===== src/rtl/hdmi_pkg.sv =====
// hdmi_pkg: shared bank/sequencer types and bank-table sizing for the HDMI frame scheduler
package hdmi_pkg;
   localparam int NUM_BANKS = 3;
   localparam int BANK_W = 2;
   typedef enum logic [1:0] {B_FREE, B_WRITING, B_READY, B_DISPLAY} bank_state_e;
   typedef enum logic [1:0] {S_WAIT_LOCK, S_SETTLE, S_BLANK, S_RUN} seq_state_e;
endpackage


===== src/rtl/frame_bank_ctrl.sv =====
// frame_bank_ctrl: triple-buffer bank table with writer grant/done handshake, frame swap and drop count
//   clk_i/rst_ni  clock, async active-low reset
//   swap_req_i    frame-start strobe qualified with RUN
//   wr_req_i      writer bank request; wr_done_i writer finished granted bank
//   wr_grant_o    1-cycle grant pulse; wr_bank_o granted bank; wr_busy_o a bank is WRITING
//   rd_bank_o     bank on display; drop_cnt_o READY frames discarded (saturating)
module frame_bank_ctrl
   import hdmi_pkg::*;
(
   input  logic              clk_i,
   input  logic              rst_ni,
   input  logic              swap_req_i,
   input  logic              wr_req_i,
   input  logic              wr_done_i,
   output logic              wr_grant_o,
   output logic [BANK_W-1:0] wr_bank_o,
   output logic              wr_busy_o,
   output logic [BANK_W-1:0] rd_bank_o,
   output logic [7:0]        drop_cnt_o
);
   bank_state_e bank_q [NUM_BANKS];
   bank_state_e bank_d [NUM_BANKS];
   logic [BANK_W-1:0] wr_bank_q, wr_bank_d, rd_bank_q, rd_bank_d, wr_idx, rdy_idx, free_idx;
   logic [7:0] drop_q, drop_d;
   logic wr_grant_q, writing, ready, grant, done, swap;
   always_comb begin
      writing = 1'b0;
      ready = 1'b0;
      wr_idx = '0;
      rdy_idx = '0;
      free_idx = '0;
      for (int i = NUM_BANKS - 1; i >= 0; i--) begin
         if (bank_q[i] == B_WRITING) begin
            writing = 1'b1;
            wr_idx = BANK_W'(i);
         end
         if (bank_q[i] == B_READY) begin
            ready = 1'b1;
            rdy_idx = BANK_W'(i);
         end
         if (bank_q[i] == B_FREE) free_idx = BANK_W'(i);
      end
   end
   // swap consumes the READY bank from before this cycle, so a coincident done never counts as a drop
   always_comb begin
      grant = wr_req_i & ~writing;
      done = wr_done_i & writing;
      swap = swap_req_i & ready;
      bank_d = bank_q;
      rd_bank_d = swap ? rdy_idx : rd_bank_q;
      wr_bank_d = grant ? free_idx : wr_bank_q;
      drop_d = (done && ready && !swap && drop_q != 8'hFF) ? drop_q + 8'd1 : drop_q;
      if (swap) begin
         bank_d[rdy_idx] = B_DISPLAY;
         bank_d[rd_bank_q] = B_FREE;
      end
      if (done) begin
         if (ready && !swap) bank_d[rdy_idx] = B_FREE;
         bank_d[wr_idx] = B_READY;
      end
      if (grant) bank_d[free_idx] = B_WRITING;
   end
   always_ff @(posedge clk_i or negedge rst_ni) begin
      if (!rst_ni) begin
         bank_q <= '{B_DISPLAY, B_FREE, B_FREE};
         wr_bank_q <= '0;
         rd_bank_q <= '0;
         wr_grant_q <= 1'b0;
         drop_q <= '0;
      end else begin
         bank_q <= bank_d;
         wr_bank_q <= wr_bank_d;
         rd_bank_q <= rd_bank_d;
         wr_grant_q <= grant;
         drop_q <= drop_d;
      end
   end
   assign wr_grant_o = wr_grant_q;
   assign wr_bank_o = wr_bank_q;
   assign wr_busy_o = writing;
   assign rd_bank_o = rd_bank_q;
   assign drop_cnt_o = drop_q;
endmodule


===== src/rtl/hdmi_frame_scheduler.sv =====
// hdmi_frame_scheduler: HDMI bring-up sequencer and triple-buffer frame scheduling in the pixel domain
//   pixel_clk/sys_rst_n  clock, async active-low reset
//   locked               async PLL lock; video_vs vsync from timing generator
//   wr_req/wr_done       writer handshake in; wr_grant/wr_bank/wr_busy writer handshake out
//   rd_bank              bank scanned out; out_en TMDS enable (RUN only)
//   frame_cnt            frame starts seen in RUN; drop_cnt discarded READY frames
module hdmi_frame_scheduler
   import hdmi_pkg::*;
#(
   parameter int SETTLE_CYCLES = 1024,
   parameter int BLANK_FRAMES = 2,
   parameter bit VS_ACTIVE_HIGH = 1'b1,
   parameter int FCNT_W = 16
) (
   input  logic              pixel_clk,
   input  logic              sys_rst_n,
   input  logic              locked,
   input  logic              video_vs,
   input  logic              wr_req,
   input  logic              wr_done,
   output logic              wr_grant,
   output logic [BANK_W-1:0] wr_bank,
   output logic              wr_busy,
   output logic [BANK_W-1:0] rd_bank,
   output logic              out_en,
   output logic [FCNT_W-1:0] frame_cnt,
   output logic [7:0]        drop_cnt
);
   localparam int CNT_W = ($clog2(SETTLE_CYCLES) > 4) ? $clog2(SETTLE_CYCLES) + 1 : 5;
   seq_state_e state_q, state_d;
   logic [CNT_W-1:0] cnt_q, cnt_d;
   logic [FCNT_W-1:0] frame_cnt_q, frame_cnt_d;
   logic lk_meta_q, lk_q, vs_q, fs_q, fs_d, out_en_q, out_en_d, run;
   assign fs_d = VS_ACTIVE_HIGH ? (video_vs & ~vs_q) : (~video_vs & vs_q);
   assign run = (state_q == S_RUN) & lk_q;
   always_comb begin
      state_d = state_q;
      cnt_d = cnt_q;
      case (state_q)
         S_WAIT_LOCK: begin
            state_d = S_SETTLE;
            cnt_d = '0;
         end
         S_SETTLE: begin
            state_d = (cnt_q == CNT_W'(SETTLE_CYCLES - 1)) ? S_BLANK : S_SETTLE;
            cnt_d = (cnt_q == CNT_W'(SETTLE_CYCLES - 1)) ? '0 : cnt_q + CNT_W'(1);
         end
         S_BLANK: begin
            state_d = (fs_q && cnt_q == CNT_W'(BLANK_FRAMES - 1)) ? S_RUN : S_BLANK;
            cnt_d = fs_q ? cnt_q + CNT_W'(1) : cnt_q;
         end
         default: state_d = S_RUN;
      endcase
      if (!lk_q) begin
         state_d = S_WAIT_LOCK;
         cnt_d = '0;
      end
      // enable lags RUN entry by a cycle but drops in the same cycle RUN is left
      out_en_d = (state_q == S_RUN) && (state_d == S_RUN);
      frame_cnt_d = (fs_q && run) ? frame_cnt_q + FCNT_W'(1) : frame_cnt_q;
   end
   always_ff @(posedge pixel_clk or negedge sys_rst_n) begin
      if (!sys_rst_n) begin
         lk_meta_q <= 1'b0;
         lk_q <= 1'b0;
         vs_q <= ~VS_ACTIVE_HIGH;
         fs_q <= 1'b0;
         state_q <= S_WAIT_LOCK;
         cnt_q <= '0;
         out_en_q <= 1'b0;
         frame_cnt_q <= '0;
      end else begin
         lk_meta_q <= locked;
         lk_q <= lk_meta_q;
         vs_q <= video_vs;
         fs_q <= fs_d;
         state_q <= state_d;
         cnt_q <= cnt_d;
         out_en_q <= out_en_d;
         frame_cnt_q <= frame_cnt_d;
      end
   end
   frame_bank_ctrl u_banks (
      .clk_i      (pixel_clk),
      .rst_ni     (sys_rst_n),
      .swap_req_i (fs_q & run),
      .wr_req_i   (wr_req),
      .wr_done_i  (wr_done),
      .wr_grant_o (wr_grant),
      .wr_bank_o  (wr_bank),
      .wr_busy_o  (wr_busy),
      .rd_bank_o  (rd_bank),
      .drop_cnt_o (drop_cnt)
   );
   assign out_en = out_en_q;
   assign frame_cnt = frame_cnt_q;
endmodule

===== config.mk =====
export PLATFORM = sky130hd
export DESIGN_NAME = hdmi_frame_scheduler
export DESIGN_NICKNAME = d
export VERILOG_FILES = /design/src/rtl/hdmi_pkg.sv /design/src/rtl/frame_bank_ctrl.sv /design/src/rtl/hdmi_frame_scheduler.sv
export SDC_FILE = /design/constraint.sdc
export NUM_CORES = 1
export LEC_CHECK = 0
export ABC_AREA = 0
export BUFFER_PORTS_ARGS = -buffer_cell sky130_fd_sc_hd__buf_2
export CAP_MARGIN = 15
export CELL_PAD_IN_SITES_DETAIL_PLACEMENT = 1
export CELL_PAD_IN_SITES_GLOBAL_PLACEMENT = 1
export CORE_UTILIZATION = 46
export CTS_BUF_LIST = sky130_fd_sc_hd__clkbuf_4
export CTS_CLUSTER_DIAMETER = 60
export DETAILED_ROUTE_END_ITERATION = 6
export PLACE_DENSITY_LB_ADDON = 0.1
export SYNTH_ARGS = -nofsm -noshare
export SYNTH_HDL_FRONTEND = slang
export SYNTH_SLANG_ARGS = --single-unit

===== constraint.sdc =====
create_clock -name pixel_clk -period 3.1 [get_ports pixel_clk]
set_clock_uncertainty 0.15 [all_clocks]
set_input_delay 0.775 -clock pixel_clk [delete_from_list [all_inputs] [get_ports pixel_clk]]
set_output_delay 0.775 -clock pixel_clk [all_outputs]
set_load 0.01 [all_outputs]

### Word-level counts from Yosys, hierarchy flattened

Index checks and enable logic that the tools add are counted.

| operators by class | value |
|---|---|
| mux-type cells | 36 |
| bitwise gates (word level) | 23 |
| reductions and logical operators | 17 |
| $add $sub $neg | 3 |
| $lt $le $gt $ge | 8 |
| equal/unequal tests | 15 |

Operators by type and width:

| kind | count |
|---|---|
| $mux 11 | 3 |
| $pmux 11 s3 | 1 |
| $mux 2 | 15 |
| $mux 6 | 5 |
| $add 16x1->16 const B | 1 |
| $demux 2 s2 | 4 |
| $and 6x6->6 | 2 |
| $eq 2x2->1 const B | 6 |
| $ge 3x3->1 const B | 4 |
| $lt 3x1->1 const B | 4 |
| $not 2->3 | 4 |
| $not 6->6 | 2 |
| $add 11x1->11 const B | 1 |
| $eq 11x1->1 const B | 1 |
| $eq 11x10->1 const B | 1 |
| $logic_and 1x1->1 | 11 |
| $add 8x1->8 const B | 1 |
| $eq 2x1->1 const B | 4 |
| $logic_not 2->1 | 4 |
| $ne 8x8->1 const B | 1 |
| $mux 1 | 7 |
| $and 1x1->1 | 6 |
| $and 3x3->3 | 2 |
| $not 3->3 | 2 |
| 8 further kinds | 10 |

| storage, ports and cells | value |
|---|---|
| register bits after elaboration | 53 |
| output and inout bits | 31 |
| input port bits | 6 |

### Logic depth before layout (Yosys ltp)

| logic depth | value |
|---|---|
| depth in word-level cells | 19 |
| depth in mapped cells | 8 |

### Modules after synthesis

From an unflattened synthesis, not the netlist that was laid out.

| unflattened totals | value |
|---|---|
| cell total of the unflattened synthesis | 275 |
| area, all modules | 2,915.3 um^2 |

Modules (own cells, without submodules):

| module | area an instance (um^2) | times used | sequential area each (um^2) | cells each |
|---|---|---|---|---|
| hdmi_frame_scheduler | 1,788.0 | 1 | 850.8 | 169 |
| frame_bank_ctrl | 1,127.3 | 1 | 478.0 | 106 |

### Worst setup path after synthesis

OpenSTA, ideal clock, no wires.

| timing | value |
|---|---|
| path kind | flip-flop to flip-flop |
| from | reg state_q[0] |
| to | reg u_banks.drop_q[1], in the netlist u_banks.drop_cnt_o[1] |
| library setup time | 0.128 ns |
| required time | 2.822 ns |
| clock period less this slack | 2.166 ns |
| path slack | 0.934 ns |
| stages on the path, launching flop included | 7 |
| arrival time | 1.888 ns |
| buffers on the path | 1 |
| cells stage by stage | dfrtp_1 -> ha_1 -> and3_1 -> buf_6 -> a311o_4 -> nor3_4 -> mux2_1 |

| on the way | value |
|---|---|
| longest elaborated chain between the ends | 7 |

RTL lines:

| what | line | RTL |
|---|---|---|
| start: declaration | hdmi_frame_scheduler.sv:30 | `seq_state_e state_q, state_d;` |
| start signal: assignment | hdmi_frame_scheduler.sv:77 | `state_q <= state_d;` |
| $eq 2x2->1 | hdmi_frame_scheduler.sv:35 | `assign run = (state_q == S_RUN) & lk_q;` |
| $and 1x1->1 | hdmi_frame_scheduler.sv:35 |  |
| $and 1x1->1 | hdmi_frame_scheduler.sv:86 | `.swap_req_i (fs_q & run),` |
| $and 1x1->1 | frame_bank_ctrl.sv:48 | `swap = swap_req_i & ready;` |
| $logic_not 1->1 | frame_bank_ctrl.sv:52 | `drop_d = (done && ready && !swap && drop_q != 8'hFF) ? drop_q + 8'd1 : drop_q;` |
| $logic_and 1x1->1 (2 in a row) | frame_bank_ctrl.sv:52 |  |
| end signal: assignment | frame_bank_ctrl.sv:75 | `drop_q <= drop_d;` |
| end: declaration | frame_bank_ctrl.sv:24 | `logic [7:0] drop_q, drop_d;` |

Every way passes these cells.
A chain may end at the register's enable or synchronous reset.

### Final worst setup path

| timing | value |
|---|---|
| from | reg u_banks.bank_q[5] (netlist name) |
| to | out wr_busy |

| on the way | value |
|---|---|
| longest elaborated chain between the ends | 2 |

RTL lines:

| what | line | RTL |
|---|---|---|
| start: declaration | frame_bank_ctrl.sv:21 | `bank_state_e bank_q [NUM_BANKS];` |
| start signal: assignment | frame_bank_ctrl.sv:65 | `bank_q <= '{B_DISPLAY, B_FREE, B_FREE};` |
| start signal: assignment | frame_bank_ctrl.sv:71 | `bank_q <= bank_d;` |
| $eq 2x1->1 | frame_bank_ctrl.sv:33 | `if (bank_q[i] == B_WRITING) begin` |
| $mux 1 | frame_bank_ctrl.sv:33 |  |
| end: declaration | hdmi_frame_scheduler.sv:23 | `output logic wr_busy,` |

Every way passes these cells.

==> flow_summary.toml <==
[route]
vias = 2092
ant_nets = 0
dr.pass1.iters = 4
route.detailed.drc = 0
wire_per_inst_um = 16.0
drt-initial-drc-count = 66
wirelength_mm = 5.97
viasPerCell = 5.59

[sta]
maxSlewViolCount = 0
hold_violations = 0
hold_ws_ps = 217
period_share = 0.749
setup_slack_ps = 777
maxClockFrequency_mhz = 431
slew_headroom = 0.500
min_period_ps = 2320
fin_tns_setup_ps = 0
setup_viol = 0
rsz0062_at_grt = "false"
tightest_slew_ps = 750

[power]
p_sw_w = 0.000614
power_w = 0.00178
power.internal_w = 0.00116
netSwitchingFraction = 0.346
power_density_nw_per_um2 = 587
peakVddDrop_uv = 403
p_leak_nw = 1.49
pwr-share-comb = 0.275
power.share.sequential = 0.509
clkPwrFrac = 0.216

[yosys]
syn_area_sq_um = 2710
ys_seq_elements = 53
synth_nets = 278
synth_largest_area_cell = "dfrtp_1"
synthFlopType = "dfrtp_1"
yosys.area_share.simple = 0.219
synth_top_family_by_area = "simple AND/OR/NAND/NOR gates"
yosys.area_share.adder = 0.0370
yosysMostFrequentCell = "dfrtp_1"
yosysTopAreaCellShare = 0.472
synth_xor_area_frac = 0.0712
ys_top_cells_by_area = "dfrtp_1 (47%), xnor2_1 (4.9%), ha_1 (3.7%), nand2_1 (3.2%), nand3_1 (3.0%)"
ys_seq_area_frac = 0.491
syn_area_per_cell_sq_um = 10.2
synth.distinct_cells = 54
syn_inst = 264
async_flop_share = 1.00
synth_edf_count = 0
synth_warnings = 0
synth-compound-area-share = 0.132
yosys-top-cells-count = "dfrtp_1 (51), nand2_1 (23), nor2_1 (17)"
synth.area.mux_share = 0.0162

[final_layout]
syn_to_final_growth_pct = 11.8
layout-drive-gt1-share = 0.195
nFillCells = 654
nets = 316
antenna_cells = 0

[outcome]
outcome = "completed"

[floorplanning]
io_pins = 37
die_x_um = 78.7
initial_utilization = 0.485
rows = 27
die_area_sq_um = 6190
dieHeight_um = 78.7
core_area_sq_um = 5570

[clocking]
htreeDepth = 2
cts-buffers-inserted = 5
clock_sinks = 53
cts_tree = "yes"
cts_buffer_depth = 2
ctsHoldBuffers = 0
postCtsResizedCells = 0
clk_pin_slew_ps = 150
root_buffer = "clkbuf_4"
clk_latency_ps = 370
cts_setup_buffers = 0

[critical_path]
worstPathMaxFanout = 9
crit_path_end_kind = "output pin"
cp_cell_sequence = "nand2b_4 > nand3_1 > buf_2"
worst_path_max_delay_cell = "dfstp_2"
cp_data_arrival_time_ps = 1400
required_ps = 2170
crit_path_max_incr_delay_ps = 630
critPathLaunchType = "register"
path_class = "reg2out"

[flow_run]
maxCapViolations = 0

[placed_design]
dp_slack_ps = 817
port_buffers = 36
gp_congestion = 0.789
dp_hpwl_mm = 4.35

[global_routing]
gr-total-overflow = 0
grt_pass1_wl_mm = 10.4
grt_use_met2 = 0.360
grt_use_total = 0.219
antenna_found_initial = 0
grt-busiest-layer = "met2"
grt_max_degree = 34
grt_pass1_vias = 2182
grt.met3_usage = 0.0384
grt_util_met1 = 0.292

[min_path]
hp-class = "reg2reg"
## sequential cells by signal (all words and copies together) (netlist names)
register            flops
vs_q                    1
u_banks.wr_grant_o      1
u_banks.bank_q          6
cnt_q                  11
state_q                 2
u_banks.wr_bank_o       2
lk_meta_q               1
u_banks.rd_bank_o       2
u_banks.drop_cnt_o      8
frame_cnt              16
lk_q                    1
out_en                  1
fs_q                    1
## through the flow
| stage | area, sq um | utilization | cells |
|---|---|---|---|
| final | 3030 | 0.543 | 374 |
| after global routing | 3030 | 0.543 | 374 |
| after CTS | 3030 | 0.543 | 374 |
| after detailed placement | 2950 | 0.530 | 367 |
| after global placement | 2950 | 0.530 | 367 |
| after floorplan | 2710 | - | 264 |
## path summary, 6_finish.rpt
path | startpoint | to | cells past startpoint | slack, ps
worst max-delay path | u_banks.bank_q[5] | wr_busy | 3 | 780
worst min-delay path | lk_meta_q | lk_q | 0 | 220
worst max register to register | state_q[0] | cnt_q[7] | 7 | 780
worst min register to register | lk_meta_q | lk_q | 0 | 220
max in group asynchronous | sys_rst_n | u_banks.bank_q[4] | 2 | 1790
min in group asynchronous | sys_rst_n | u_banks.drop_cnt_o[3] | 1 | 300
## worst max-delay path, delay by kind of cell, from the launching register on
| family | cells | cell delay [ps] |
|---|---|---|
| buffers and inverters | 1 | 150 |
| flip-flops | 1 | 630 |
| AND/OR/NAND/NOR | 2 | 260 |
## cell usage in the layout (no fill, tap or decap), types with 7 or more instances in the layout
master,synthesis,layout
dfrtp_1,51,51
buf_2,6,36
xor2_1,7,7
xnor2_1,15,15
nand3_1,16,16
inv_1,12,12
o21ai_0,10,10
ha_1,8,8
nand4_1,10,10
a21oi_1,11,11
nor2_1,17,17
nand2_1,23,23
## area by class of cell
cell class / instances / area (sq um) / area share
timing repair buffer: 39 / 203 / 0.0670
clock inverter: 2 / 35.0 / 0.0116
multi-input combinational: 191 / 1290 / 0.425
inverter: 12 / 45.0 / 0.0149
tap: 72 / 90.1 / 0.0298
sequential: 53 / 1330 / 0.439
clock buffer: 5 / 37.5 / 0.0124
## metal layers
layer / share of wire / up-vias / wire length [um]
met4: 0.014 / 0 / 84
met3: 0.036 / 5 / 216
met2: 0.46 / 41 / 2770
met1: 0.49 / 1028 / 2900
met5: 0 / - / 0
li1: - / 1018 / -
## cell families after synthesis
logic type	Yosys count
simple gates	105
flops	53
compound gates	52
xor+xnor	22
buf+inv	20
fa+ha+maj	8
mux	4
## power by group through the flow
| stage | sequential (W) | clock (W) | combinational (W) |
|---|---|---|---|
| 2_1_floorplan | 0.000872 | 0 | 0.000385 |
| 3_3_place_gp | 0.000916 | 0 | 0.000473 |
| 3_5_place_dp | 0.000917 | 0 | 0.000495 |
| 4_1_cts | 0.000904 | 0.000402 | 0.000498 |
| 5_1_grt | 0.000923 | 0.000418 | 0.000557 |
| 6_report | 0.000905 | 0.000384 | 0.000488 |
Power figures use the tool's default switching activity.
